### src/rtl/switch_pkg.sv
// Shared constants for the Minisys-1 DIP-switch controller: register map,
// control bit positions and switch bank width.
package switch_pkg;

    localparam int SW_W = 24;

    localparam logic [2:0] REG_STAT_LO = 3'd0;
    localparam logic [2:0] REG_STAT_HI = 3'd1;
    localparam logic [2:0] REG_PEND_LO = 3'd2;
    localparam logic [2:0] REG_PEND_HI = 3'd3;
    localparam logic [2:0] REG_MASK_LO = 3'd4;
    localparam logic [2:0] REG_MASK_HI = 3'd5;
    localparam logic [2:0] REG_CTRL    = 3'd6;
    localparam logic [2:0] REG_RSVD    = 3'd7;

    localparam int CTRL_IE     = 0;
    localparam int CTRL_FREEZE = 1;

endpackage

### src/rtl/switch_debounce.sv
// Two-flop synchroniser plus whole-vector debouncer. Publishes the stable
// switch image and a same-cycle commit strobe with the bits about to change.
module switch_debounce
    import switch_pkg::*;
#(
    parameter int DEB_CYCLES = 20000,
    parameter int CNT_W      = 15
) (
    input  logic            i_clk,
    input  logic            i_rst,
    input  logic [SW_W-1:0] i_sw,
    input  logic            i_freeze,
    output logic [SW_W-1:0] o_stable,
    output logic            o_commit,
    output logic [SW_W-1:0] o_change
);

    localparam logic [CNT_W-1:0] CNT_MAX = CNT_W'(DEB_CYCLES - 1);

    logic [SW_W-1:0]  r_s1;
    logic [SW_W-1:0]  r_s2;
    logic [SW_W-1:0]  r_cand;
    logic [SW_W-1:0]  r_stable;
    logic [CNT_W-1:0] r_cnt;

    logic w_settled;
    logic w_commit;

    // The commit is combinational so the top can set pending bits on the
    // very edge that updates the stable image.
    assign w_settled = (r_cnt == CNT_MAX);
    assign w_commit  = w_settled && (r_cand != r_stable) && !i_freeze;

    // NOTE: sequential state uses non-blocking assignments so every register
    // samples pre-edge values regardless of statement order.
    always_ff @(posedge i_clk or posedge i_rst) begin
        if (i_rst) begin
            r_s1     <= '0;
            r_s2     <= '0;
            r_cand   <= '0;
            r_stable <= '0;
            r_cnt    <= '0;
        end else begin
            r_s1   <= i_sw;
            r_s2   <= r_s1;
            r_cand <= r_s2;
            if (r_s2 != r_cand) begin
                r_cnt <= '0;
            end else if (!w_settled) begin
                r_cnt <= r_cnt + CNT_W'(1);
            end
            if (w_commit) begin
                r_stable <= r_cand;
            end
        end
    end

    assign o_stable = r_stable;
    assign o_commit = w_commit;
    assign o_change = r_cand ^ r_stable;

endmodule

### src/rtl/switch_ctrl.sv
// Memory-mapped DIP-switch controller: register file, bus interface and
// maskable change interrupt around the debouncer.
module switch_ctrl
    import switch_pkg::*;
#(
    parameter int DEB_CYCLES = 20000,
    parameter int CNT_W      = 15
) (
    input  logic            switclk,
    input  logic            switrst,
    input  logic [SW_W-1:0] switch_i,
    input  logic            switchcs,
    input  logic            switchread,
    input  logic            switchwrite,
    input  logic [2:0]      switchaddr,
    input  logic [15:0]     switchwdata,
    output logic [15:0]     switchrdata,
    output logic            switchirq
);

    logic [SW_W-1:0] w_stable;
    logic [SW_W-1:0] w_change;
    logic            w_commit;
    logic            w_wr;
    logic            w_rd;
    logic [SW_W-1:0] w_w1c;
    logic [SW_W-1:0] w_pending_nxt;
    logic [15:0]     w_rd_mux;

    logic [SW_W-1:0] r_pending;
    logic [SW_W-1:0] r_mask;
    logic [1:0]      r_ctrl;
    logic [15:0]     r_rdata;
    logic            r_irq;

    switch_debounce #(
        .DEB_CYCLES (DEB_CYCLES),
        .CNT_W      (CNT_W)
    ) u_debounce (
        .i_clk    (switclk),
        .i_rst    (switrst),
        .i_sw     (switch_i),
        .i_freeze (r_ctrl[CTRL_FREEZE]),
        .o_stable (w_stable),
        .o_commit (w_commit),
        .o_change (w_change)
    );

    assign w_wr = switchcs && switchwrite;
    assign w_rd = switchcs && switchread;

    // NOTE: every always_comb output gets a default first so no path leaves
    // it unassigned and no latch is inferred.
    always_comb begin
        w_w1c = '0;
        if (w_wr) begin
            case (switchaddr)
                REG_PEND_LO: w_w1c[15:0]  = switchwdata;
                REG_PEND_HI: w_w1c[23:16] = switchwdata[7:0];
                default:     w_w1c        = '0;
            endcase
        end
    end

    // A fresh change event wins over a W1C hitting the same bit.
    assign w_pending_nxt = (r_pending & ~w_w1c) | (w_commit ? w_change : '0);

    always_comb begin
        w_rd_mux = 16'h0000;
        case (switchaddr)
            REG_STAT_LO: w_rd_mux = w_stable[15:0];
            REG_STAT_HI: w_rd_mux = {8'h00, w_stable[23:16]};
            REG_PEND_LO: w_rd_mux = r_pending[15:0];
            REG_PEND_HI: w_rd_mux = {8'h00, r_pending[23:16]};
            REG_MASK_LO: w_rd_mux = r_mask[15:0];
            REG_MASK_HI: w_rd_mux = {8'h00, r_mask[23:16]};
            REG_CTRL:    w_rd_mux = {14'h0000, r_ctrl};
            REG_RSVD:    w_rd_mux = 16'h0000;
            default:     w_rd_mux = 16'h0000;
        endcase
    end

    always_ff @(posedge switclk or posedge switrst) begin
        if (switrst) begin
            r_pending <= '0;
            r_mask    <= '0;
            r_ctrl    <= '0;
            r_rdata   <= '0;
            r_irq     <= 1'b0;
        end else begin
            r_pending <= w_pending_nxt;
            if (w_wr) begin
                case (switchaddr)
                    REG_MASK_LO: r_mask[15:0]  <= switchwdata;
                    REG_MASK_HI: r_mask[23:16] <= switchwdata[7:0];
                    REG_CTRL:    r_ctrl        <= switchwdata[1:0];
                    default:     ;
                endcase
            end
            // The read mux sees pre-write register values on this edge.
            if (w_rd) begin
                r_rdata <= w_rd_mux;
            end
            r_irq <= r_ctrl[CTRL_IE] && |(r_pending & r_mask);
        end
    end

    assign switchrdata = r_rdata;
    assign switchirq   = r_irq;

endmodule

### config.mk
export PLATFORM = sky130hd
export DESIGN_NAME = switch_ctrl
export DESIGN_NICKNAME = d
export VERILOG_FILES = /design/src/rtl/switch_pkg.sv /design/src/rtl/switch_debounce.sv /design/src/rtl/switch_ctrl.sv
export SDC_FILE = /design/constraint.sdc
export NUM_CORES = 1
export LEC_CHECK = 0
export ABC_AREA = 1
export CAP_MARGIN = 25
export CORE_ASPECT_RATIO = 1.25
export CORE_UTILIZATION = 50
export CTS_CLUSTER_SIZE = 12
export DETAILED_ROUTE_END_ITERATION = 10
export PLACE_DENSITY = 0.73
export SLEW_MARGIN = 20
export SYNTH_ARGS = -nofsm -noshare
export SYNTH_HDL_FRONTEND = slang
export SYNTH_SLANG_ARGS = --single-unit
### constraint.sdc
create_clock -name switclk -period 5.7 [get_ports switclk]
set_input_delay 0.855 -clock switclk [delete_from_list [all_inputs] [get_ports switclk]]
set_output_delay 0.855 -clock switclk [all_outputs]
set_load 0.02 [all_outputs]
### Word level (Yosys, flattened, before mapping)

Cells that the tools add are included.

| word-level totals | value |
|---|---|
| register bits after elaboration | 178 |
| output and inout port bits | 17 |
| word-level logic and storage cells | 46 |

| cells by class | value |
|---|---|
| add/sub/neg operators | 1 |
| bitwise operators | 5 |
| reduce and logical (&&, ||, !) cells | 11 |
| mux-type cells | 7 |
| equal/unequal tests | 11 |

Operator list:

| operator | number |
|---|---|
| $pmux W16 S8 | 1 |
| $and A24 B24 Y24 | 2 |
| $mux W24 | 2 |
| $ne A24 B24 Y1 | 2 |
| $mux W15 | 2 |
| $not A24 Y24 | 1 |
| $or A24 B24 Y24 | 1 |
| $reduce_or A24 Y1 | 1 |
| $xor A24 B24 Y24 | 1 |
| $mux W16 | 1 |
| $add A15 B1 Y15 const B | 1 |
| $eq A15 B15 Y1 const B | 1 |
| $eq A3 B3 Y1 const B | 4 |
| $mux W8 | 1 |
| $eq A3 B2 Y1 const B | 2 |
| $reduce_and A2 Y1 | 3 |
| $logic_and A1 B1 Y1 | 5 |
| $eq A3 B1 Y1 const B | 1 |
| $logic_not A3 Y1 | 1 |
| $ne A2 B2 Y1 const B | 1 |
| $logic_not A1 Y1 | 1 |

### Depth between registers and ports, before layout

| depth | value |
|---|---|
| depth in word-level cells | 6 |
| depth in mapped cells | 11 |

### Cells and area by module

A second synthesis with hierarchy kept.

| unflattened totals | value |
|---|---|
| cell total of the unflattened synthesis | 965 |
| area, all modules | 8,061.5 um^2 |

Modules (own cells, without submodules):

| module | cells an instance | sequential area each (um^2) | area each (um^2) | times used |
|---|---|---|---|---|
| switch_debounce | 468 | 2,777.7 | 4,468.0 | 1 |
| switch_ctrl | 497 | 1,676.6 | 3,593.4 | 1 |

### Worst setup path after synthesis

No wires, ideal clock.

| timing path | value |
|---|---|
| path type | input-to-reg |
| start | input switchcs |
| end | register r_mask[0] |
| path slack | 3.720 ns |
| setup time | 0.128 ns |
| stages | 5 |
| arrival time | 1.852 ns |
| data required time | 5.572 ns |
| cells stage by stage | nand2_1 clkinv_1 nand2_2 buf_2 mux2_1 |

| between the ends | value |
|---|---|
| cells in the longest elaborated chain, start to end | 2 |

RTL lines:

| item | RTL line | text |
|---|---|---|
| from (decl) | switch_ctrl.sv:12 | `input logic switchcs,` |
| $logic_and A1 B1 Y1 | switch_ctrl.sv:49 | `assign w_wr = switchcs && switchwrite;` |
| $reduce_and A2 Y1 (no line) | - |  |
| to (signal assigned) | switch_ctrl.sv:94 | `REG_MASK_LO: r_mask[15:0] <= switchwdata;` |
| to (decl) | switch_ctrl.sv:31 | `logic [SW_W-1:0] r_mask;` |

No other way between the ends.
A chain may end at the register's enable or synchronous reset.

### Final worst setup path

| timing path | value |
|---|---|
| start | input switchaddr[2] |
| end | register r_mask[1] |

| between the ends | value |
|---|---|
| cells in the longest elaborated chain, start to end | 2 |

RTL lines:

| item | RTL line | text |
|---|---|---|
| from (decl) | switch_ctrl.sv:15 | `input logic [2:0] switchaddr,` |
| $eq A3 B3 Y1 | switch_ctrl.sv:93 | `case (switchaddr)` |
| $reduce_and A2 Y1 (no line) | - |  |

No other way between the ends.

==> metrics.txt <==
antenna violation net count after detailed routing 0; TritonCTS clock tree done; fin nets 1026; number of cells produced by synthesis 912; post-synthesis register bit count 178; Final Power 0.00292 W; final critical-path required period about 2.6 ns; vias in the first global route roughly 5600; initial antenna violation count 0; Die Width 115 um; post-CTS resize count 0; Core ar. 15600 um2; Worst-path clk slew 0.07 ns; Mapped Area 7960 um2; Startpoint Class input pin; largest net degree at the start of global routing 113; Leak 4.39 nW; area added between synthesis and finish 17.0%; residual overflow from global routing 0; clk_lat worst skew approximately 0.43 ns; Vias 5962; most common cell after layout, fill and taps aside nand2_1; Port Buffer Count 64; final setup fails 0; fin crit share a little under half; CTS Hold Bufs 0; share of cells above drive strength 1 10.4%; async set-or-reset flop fraction in the synthesized netlist 100%; Root Driver clkbuf_16; maximum clock rate 0.384 GHz; total track usage 22.4%; status complete, no violations; EDFF count, synth 0; HPWL Detailed about 12000 um; DRT Pass-1 Iters 6; Max Clock Skew 0.0130 ns; die extent in y between 100 and 150 um; Post-CTS Setup Inserts 0; Fin. Hold Viols 0; setup TNS 0 ns; row count 51; Via density 4.96; DIE AREA 16400 um2; DRC viols 0; Max VDD drop 0.203 mV; Worst-Margin Slew 0.641 ns; Pins Over Slew Limit 0; IO Count 65; RSZ-0062 raised after global routing no; DR WL/cell 14.1 um; Critical Path Fanout Max 24; Diodes inserted 0; CTS max path bufs 2; total number of yosys warnings 0; prevailing post-synth register cell dfrtp_1; critical path data arrival time 2.91 ns; cell area power density 314 nW/um2; kind of critical path in2reg; Clock Sinks 178; Worst Path Required 6.00 ns; Rel. slew slack between 50% and 60%; syn_nets 961; initial drt markers 514; total CTS buffers 17; fill count 1392; most frequent cells in the layout nand2_1, dfrtp_1, inv_1; post-synthesis sequential area ratio 56.0%; Initial Utilization about half; CTS H-Tree Depth 4; DRT Wirelength 16900 um; global-route wire length before repair 28200 um; HP Class reg2reg; max-cap violations 0; Finished Core Util 59.8%; gpl congestion 0.924; Crit. End Element register; Synth cell types 35; Synth Area per Inst 8.73 um2
==> cells in the mapped netlist, types with 2 or more instances <==
cell type	number	area share [%]
mux2_1	4	0.57
inv_1	109	5.1
buf_8	2	0.38
nor2_4	4	0.57
a41oi_1	4	0.44
a221oi_1	3	0.33
xor2_1	16	1.8
nor2_1	72	3.4
o22ai_1	9	0.71
mux2_2	4	0.57
nor3_1	8	0.50
nand4_1	7	0.55
o21ai_0	61	3.8
clkbuf_1	5	0.24
nor2_2	5	0.39
clkinv_1	2	0.094
o21ai_1	2	0.13
a21oi_1	17	1.1
nand2_2	13	1.0
inv_2	9	0.42
buf_2	9	0.57
buf_6	6	0.85
nand3_1	48	3.0
dfrtp_1	178	56
nand2_1	280	13
nand3_2	23	2.9
or2_2	4	0.31
==> cell families (layout without fill, tap and decap cells) <==
logic type                 count (synthesis)  count (layout)  synth area share, %
buffers and inverters                    142             220                 7.69
AOI/OAI and AO/OA                         98              98                 6.71
DFF                                      178             178                 56.0
adders and majority gates                  1               1                0.157
muxes                                      8               8                 1.13
xor gates and xnor gates                  17              17                 1.87
and+or+nand+nor                          468             468                 26.5
==> report_power, final <==
group          total, W  internal, W  switching [W]
sequential      0.00148      0.00138      0.0000929
clock           0.00110     0.000578       0.000525
combinational  0.000339     0.000146       0.000193
total           0.00292      0.00211       0.000812
==> through the flow <==
stage | hold WS (ns) | setup slack [ns] | instance area (um2) | cells
floorplan | 0.331 | 0.0147 | 7960 | 912
global placement | 0.332 | 2.72 | 8750 | 1170
detailed placement | 0.335 | 2.68 | 8750 | 1170
CTS | 0.350 | 3.13 | 9310 | 1202
global route | 0.357 | 2.96 | 9310 | 1202
finish | 0.348 | 3.09 | 9310 | 1202
==> state kept, by name, summed over array words and instances (netlist names) <==
register and flops:
r_pending 24, r_mask 24, switchrdata 16, u_debounce.r_cnt 15, switchirq 1, r_ctrl 2, u_debounce.r_s2 24, u_debounce.o_stable 24
u_debounce.r_s1 24, u_debounce.r_cand 24
==> worst max-delay path, cell delays in order <==
cell             delay [ns]
clkdlybuf4s50_1        0.61
inv_2                  0.10
nor2_2                 0.47
nand2_2                0.44
mux2_1                 0.43
==> final timing paths <==
kind	cells past startpoint	slack [ns]	start	to
worst max register to register	8	3.67	u_debounce.r_cnt[0]	u_debounce.o_stable[13]
worst min-delay path	0	0.35	u_debounce.r_s1[17]	u_debounce.r_s2[17]
min in group asynchronous	2	0.87	switrst	u_debounce.r_s1[23]
max in group asynchronous	3	3.84	switrst	r_pending[14]
worst max-delay path	5	3.09	switchaddr[2]	r_mask[1]
worst min register to register	0	0.35	u_debounce.r_s1[17]	u_debounce.r_s2[17]
==> area by class of cell <==
class	count	area (um2)	share of cell area (%)
Sequential cell	178	4450	47.8
Multi-Input combinational cell	592	2890	31.1
Timing Repair Buffer	68	683	7.34
Inverter	120	455	4.89
Clock buffer	17	425	4.57
Tap cell	212	265	2.85
Clock inverter	15	135	1.45
==> routing by layer <==
metal  GRT usage [%]  vias to the layer above  routed length (um)
met5               0                        -                   0
met4            8.13                        0                 417
li1                -                     2995                   -
met1            29.9                     2804                7760
met3            4.03                       29                 576
met2            36.4                      134                8140
(Power assumes the default switching activity.)
==> RTL edit 1, RTL diff (same settings) <==
Register the output `switchirq` once more; this adds one clock of latency there. The other outputs are not delayed to match.
--- a/src/rtl/switch_ctrl.sv
+++ b/src/rtl/switch_ctrl.sv
@@ -108,3 +108,5 @@
     assign switchrdata = r_rdata;
-    assign switchirq   = r_irq;
+    always_ff @(posedge switclk) begin
+        switchirq <= r_irq;
+    end
 
Behaviour: no difference found for any inputs over 10 cycles, from zero or initial values and one cycle with switrst high; that may be too few to reach the edited logic, so the function may still have changed.
==> RTL edit 1 against the original RTL <==
- power rose by 2.4%
- synthesized area grew 0.25%
- sequential share of layout area hardly changed
- critical path depth increased by 1
- critical path type unchanged
- setup slack worse by 59 ps
- highest routed layer unchanged
- register-to-register slack lost 40 ps
- cell area is 0.44% higher
- wire length rose by 0.69%
- sequential cell count is 1 higher
- via count up 0.62%
- cell count unchanged
- largest power group unchanged
==> RTL edit 1: results (changes against the original RTL) <==
[routing]
wl_met2_mm = 8.01  ; was 8.14 mm
dr.first_iter.drc_count = 378  ; was 514
finalWirelength_mm = 17.0  ; was 16.9 mm
wl_met3_um = 620  ; was 576 um
met1_length_mm = 7.72  ; was 7.76 mm
num_vias = 5999  ; was 5962
dr.pass1.iters = 5  ; was 6

[synthesis]
yosys.cell_types.count = 36  ; was 35
ys_seq_area_share_pct = 56.1  ; was 56.0%
synthTopCellsByArea = dfrtp_1 56%, nand2_1 13%, inv_1 5.1%, o21ai_0 3.8%, nor2_1 3.4%  ; unchanged
synth_nets = 962  ; was 961
synth-async-reset-ratio_pct = 99.4  ; was 100%

[sta]
worst_clock_skew_ps = 10.1  ; was 13.0 ps
tightest_slew_ps = 868  ; was 641 ps

[placed_design]
dpl_cell_area_um2 = 8760  ; was 8750 um^2
dp_hpwl_mm = 12.1  ; about the same
gp_congestion = 0.932  ; was 0.924

[grt]
grt_pass1_vias = 5795  ; was 5615
grt_pass1_wl_mm = 28.1  ; was 28.2 mm
antenna_found_initial = 0  ; unchanged
grt_max_degree = 93  ; was 113
track_usage_pct = 22.5  ; was 22.4%

[critical_path]
rrSetupSlack_ps = 3630  ; was 3670 ps
reg2reg_to = u_debounce.o_stable[9]  ; was u_debounce.o_stable[13]
reg2reg_depth = 8  ; unchanged
crit_arrival_ps = 3020  ; was 2910 ps
crit_end = switchrdata[10]  ; was r_mask[1]
cp_max_fo = 14  ; was 24

[clocking]
cts.path.max_buffers = 2  ; unchanged
cts.clk_slew.worst_paths_ps = 70  ; about the same

[power_and_ir_drop]
vdd.ir_drop.worst_mv = 0.214  ; was 0.203 mV
p_leak_nw = 4.40  ; was 4.39 nW

[cells_and_area]
nNetsFinal = 1026  ; unchanged
drive_above_1_share_pct = 10.3  ; was 10.4%
diodes = 0  ; unchanged
fill_cells = 1389  ; was 1392

[status]
status = finished clean  ; unchanged

[RTL edit 1: cell count changes after synthesis]
cell,before,now
dfxtp_1,0,1
[RTL edit 1: report_power, final]
part	switching [mW]	internal (mW)	leakage [nW]
registers	0.0935	1.39	2.21
clock network	0.541	0.623	0.280
logic	0.193	0.145	1.91
[RTL edit 1: kinds of logic after synthesis]
family / share of synthesized area [%]
AO/OA/AOI/OAI: 6.69
XOR/XNOR: 1.87
adder cells (fa/ha/maj): 0.157
buffers and inverters: 7.67
flip-flops: 56.1
multiplexers: 1.13
AND/OR/NAND/NOR: 26.4
[RTL edit 1: how the worst min path moves through the flow]
stage                        startpoint                   to  slack, ps
floorplan                         r_irq            switchirq        320
global placement                  r_irq            switchirq        330
detailed placement   u_debounce.r_s1[0]   u_debounce.r_s2[0]        330
CTS                 u_debounce.r_s1[23]  u_debounce.r_s2[23]        350
global route        u_debounce.r_s1[17]  u_debounce.r_s2[17]        360
finish              u_debounce.r_s1[18]  u_debounce.r_s2[18]        350
[RTL edit 1: routing by layer]
layer / vias up / GRT usage [%]
met4: 0 / 12.4
met2: 140 / 35.8
met3: 48 / 4.20
met1: 2812 / 28.9
met5: - / 0
li1: 2999 / -
[RTL edit 1: final cells by class]
type	instances	area share, %
Inverter	120	4.87
Sequential cell	179	47.8
Tap cell	212	2.84
Clock buffer	17	4.55
Multi-Input combinational cell	592	30.9
Timing Repair Buffer	67	7.22
Clock inverter	15	1.75
[RTL edit 1: through the flow]
| stage | power [mW] | hold WS [ps] | setup WS [ps] | cells | utilization [%] |
|---|---|---|---|---|---|
| 3_3_place_gp | 1.84 | 326 | 2670 | 1170 | 56.3 |
| 3_5_place_dp | 1.85 | 335 | 2660 | 1170 | 56.3 |
| 4_1_cts | 3.01 | 350 | 3060 | 1202 | 60.1 |
| 5_1_grt | 3.12 | 356 | 2870 | 1202 | 60.1 |
| 6_report | 2.99 | 349 | 3030 | 1202 | 60.1 |
| 2_1_floorplan | 1.69 | 324 | 14.7 | 913 | - |
[RTL edit 1: critical path: stages]
cell,delay [ps]
clkdlybuf4s50_1,540
nor3_2,750
inv_1,390
o22ai_1,230
a21oi_1,60
o21ai_0,180
==> RTL edit 2, RTL diff (config.mk and constraints unchanged) <==
Without the edit above. `CNT_W` is set to 15 in 2 places; all go to 13.
--- a/src/rtl/switch_debounce.sv
+++ b/src/rtl/switch_debounce.sv
@@ -6,3 +6,3 @@
     parameter int DEB_CYCLES = 20000,
-    parameter int CNT_W      = 15
+    parameter int CNT_W      = 13
 ) (
--- a/src/rtl/switch_ctrl.sv
+++ b/src/rtl/switch_ctrl.sv
@@ -6,3 +6,3 @@
     parameter int DEB_CYCLES = 20000,
-    parameter int CNT_W      = 15
+    parameter int CNT_W      = 13
 ) (
Check against the original RTL: no difference found for any inputs over 4 cycles, from zero or initial values and one cycle with switrst high; that may be too few to reach the edited logic, so the function may still have changed.
==> RTL edit 2 against the original RTL <==
- global-route usage fell by 0.60 points
- setup slack got worse by 210 ps
- synthesized area fell by 3.0%
- power fell by 0.19%
- utilization rose by 0.46 points
- cell area fell by 2.8%
- sequential cell count fell by 2
- via count fell by 3.5%
- wire length fell by 6.6%
- critical endpoint is now r_pending[14]
==> RTL edit 2: results (changes against the original RTL) <==
[status]
status = finished clean  ; unchanged

[critical_path]
crit_arrival_ps = 3130  ; was 2910 ps
cp_max_fo = 17  ; was 24
critical-path-max-stage-delay_ps = 690  ; was 610 ps
cpMaxStageDelayCell = clkdlybuf4s50_1  ; unchanged

[grt]
antenna_found_initial = 0  ; unchanged
grt_pass1_wl_mm = 26.6  ; was 28.2 mm
track_usage_pct = 21.8  ; was 22.4%
grt_max_degree = 84  ; was 113
grt_pass1_vias = 5366  ; was 5615

[placed_design]
gp_congestion = 0.921  ; was 0.924
dp.cells = 1093  ; was 1170
dp_hpwl_mm = 11.3  ; was 12.1 mm
place.port_buffers = 64  ; unchanged

[worst_hold_path]
hold_class = flop to flop  ; unchanged

[power_and_ir_drop]
powerDensity_nw_per_um2 = 322  ; was 314 nW/um^2
p_leak_nw = 4.29  ; was 4.39 nW
vdd.ir_drop.worst_mv = 0.241  ; was 0.203 mV

[clocking]
cts.path.max_buffers = 2  ; unchanged
root_buffer = clkbuf_16  ; unchanged
clock_latency_ps = 430  ; about the same
post_cts_resized = 0  ; unchanged
cts_tree = done  ; unchanged
htree_levels = 4  ; unchanged
cts.clk_slew.worst_paths_ps = 70  ; about the same
postCtsSetupBuffers = 0  ; unchanged
cts_buffers = 17  ; unchanged

[sta]
slew_headroom_pct = 41.4  ; was 57.2%
worst_clock_skew_ps = 7.55  ; was 13.0 ps
setup_viol = 0  ; unchanged

[cells_and_area]
nNetsFinal = 979  ; was 1026
drive_above_1_share_pct = 9.65  ; was 10.4%
diodes = 0  ; unchanged

[routing]
num_vias = 5756  ; was 5962
dr.pass1.iters = 5  ; was 6
vias_per_cell = 5.12  ; was 4.96
dr.first_iter.drc_count = 470  ; was 514
wl_per_cell_um = 14.0  ; was 14.1 um

[synthesis]
yosys.cell_types.count = 34  ; was 35
ys_warn_count = 0  ; unchanged
synthTopCellsByCount = 262 x nand2_1, 176 x dfrtp_1, 82 x inv_1  ; was 280 x nand2_1, 178 x dfrtp_1, 109 x inv_1
ys_seq_area_share_pct = 57.1  ; was 56.0%
synth_nets = 915  ; was 961
syn_inst = 866  ; was 912
synthTopCellsByArea = dfrtp_1 57%, nand2_1 13%, inv_1 4.0%, nand3_1 3.8%, nor2_1 3.6%  ; was dfrtp_1 56%, nand2_1 13%, inv_1 5.1%, o21ai_0 3.8%, nor2_1 3.4%
synth-async-reset-ratio_pct = 100  ; unchanged

RTL edit 2: cell count changes after synthesis, sizes merged, moves of 9 or more:
| cell | change |
|---|---|
| nand3 | +9 |
| o21ai | -9 |
| nand2 | -30 |
| inv | -22 |
| xnor2 | +9 |
RTL edit 2: through the flow:
step | cell area [um^2] | hold slack (ps) | setup WS (ps)
after detailed placement | 8480 | 335 | 2540
after CTS | 9050 | 346 | 2940
after global placement | 8480 | 332 | 2630
final | 9050 | 345 | 2890
after global routing | 9050 | 351 | 2740
after floorplan | 7720 | 331 | 71.4
RTL edit 2: worst max-delay path, delay by kind of cell:
family,cells,cell delay [ps]
AND/OR/NAND/NOR,3,820
buffers and inverters,3,1210
AO/OA/AOI/OAI,1,250
RTL edit 2: cell type report:
class                      count  area [um^2]
fill                        1299         5960
multi-input combinational    569         2800
inverter                      98          373
sequential                   176         4400
clock buffer                  17          425
timing repair buffer          68          671
tap                          182          228
clock inverter                15          149
RTL edit 2: final timing paths:
check | startpoint | endpoint | slack (ps) | cells past startpoint
setup reg to reg | u_debounce.r_cand[15] | u_debounce.r_cnt[9] | 3460 | 7
min in group asynchronous | switrst | u_debounce.r_s1[12] | 920 | 2
setup / recovery | switchaddr[2] | r_pending[14] | 2890 | 7
hold / removal | u_debounce.r_s1[11] | u_debounce.r_s2[11] | 340 | 0
max in group asynchronous | switrst | switchrdata[4] | 3700 | 3
hold reg to reg | u_debounce.r_s1[11] | u_debounce.r_s2[11] | 340 | 0
RTL edit 2: routing by layer:
layer | vias to the layer above | GRT usage [%] | wire length [um]
met5 | - | 0 | 0
met4 | 0 | 9.14 | 418
met3 | 34 | 4.26 | 799
met2 | 174 | 35.7 | 7650
met1 | 2660 | 28.4 | 6920
li1 | 2888 | - | -
RTL edit 2: where the power goes:
group	internal, mW	switching (mW)
sequential	1.37	0.0892
clock	0.615	0.507
combinational	0.150	0.184
RTL edit 2: logic make-up (layout without fill, tap and decap cells):
logic type | Yosys count | count (layout) | synth area share [%]
buf+inv | 121 | 198 | 6.71
mux | 14 | 14 | 2.04
compound gates | 87 | 87 | 6.16
xor+xnor | 21 | 21 | 2.38
simple gates | 446 | 446 | 25.5
fa+ha+maj | 1 | 1 | 0.162
flops | 176 | 176 | 57.1
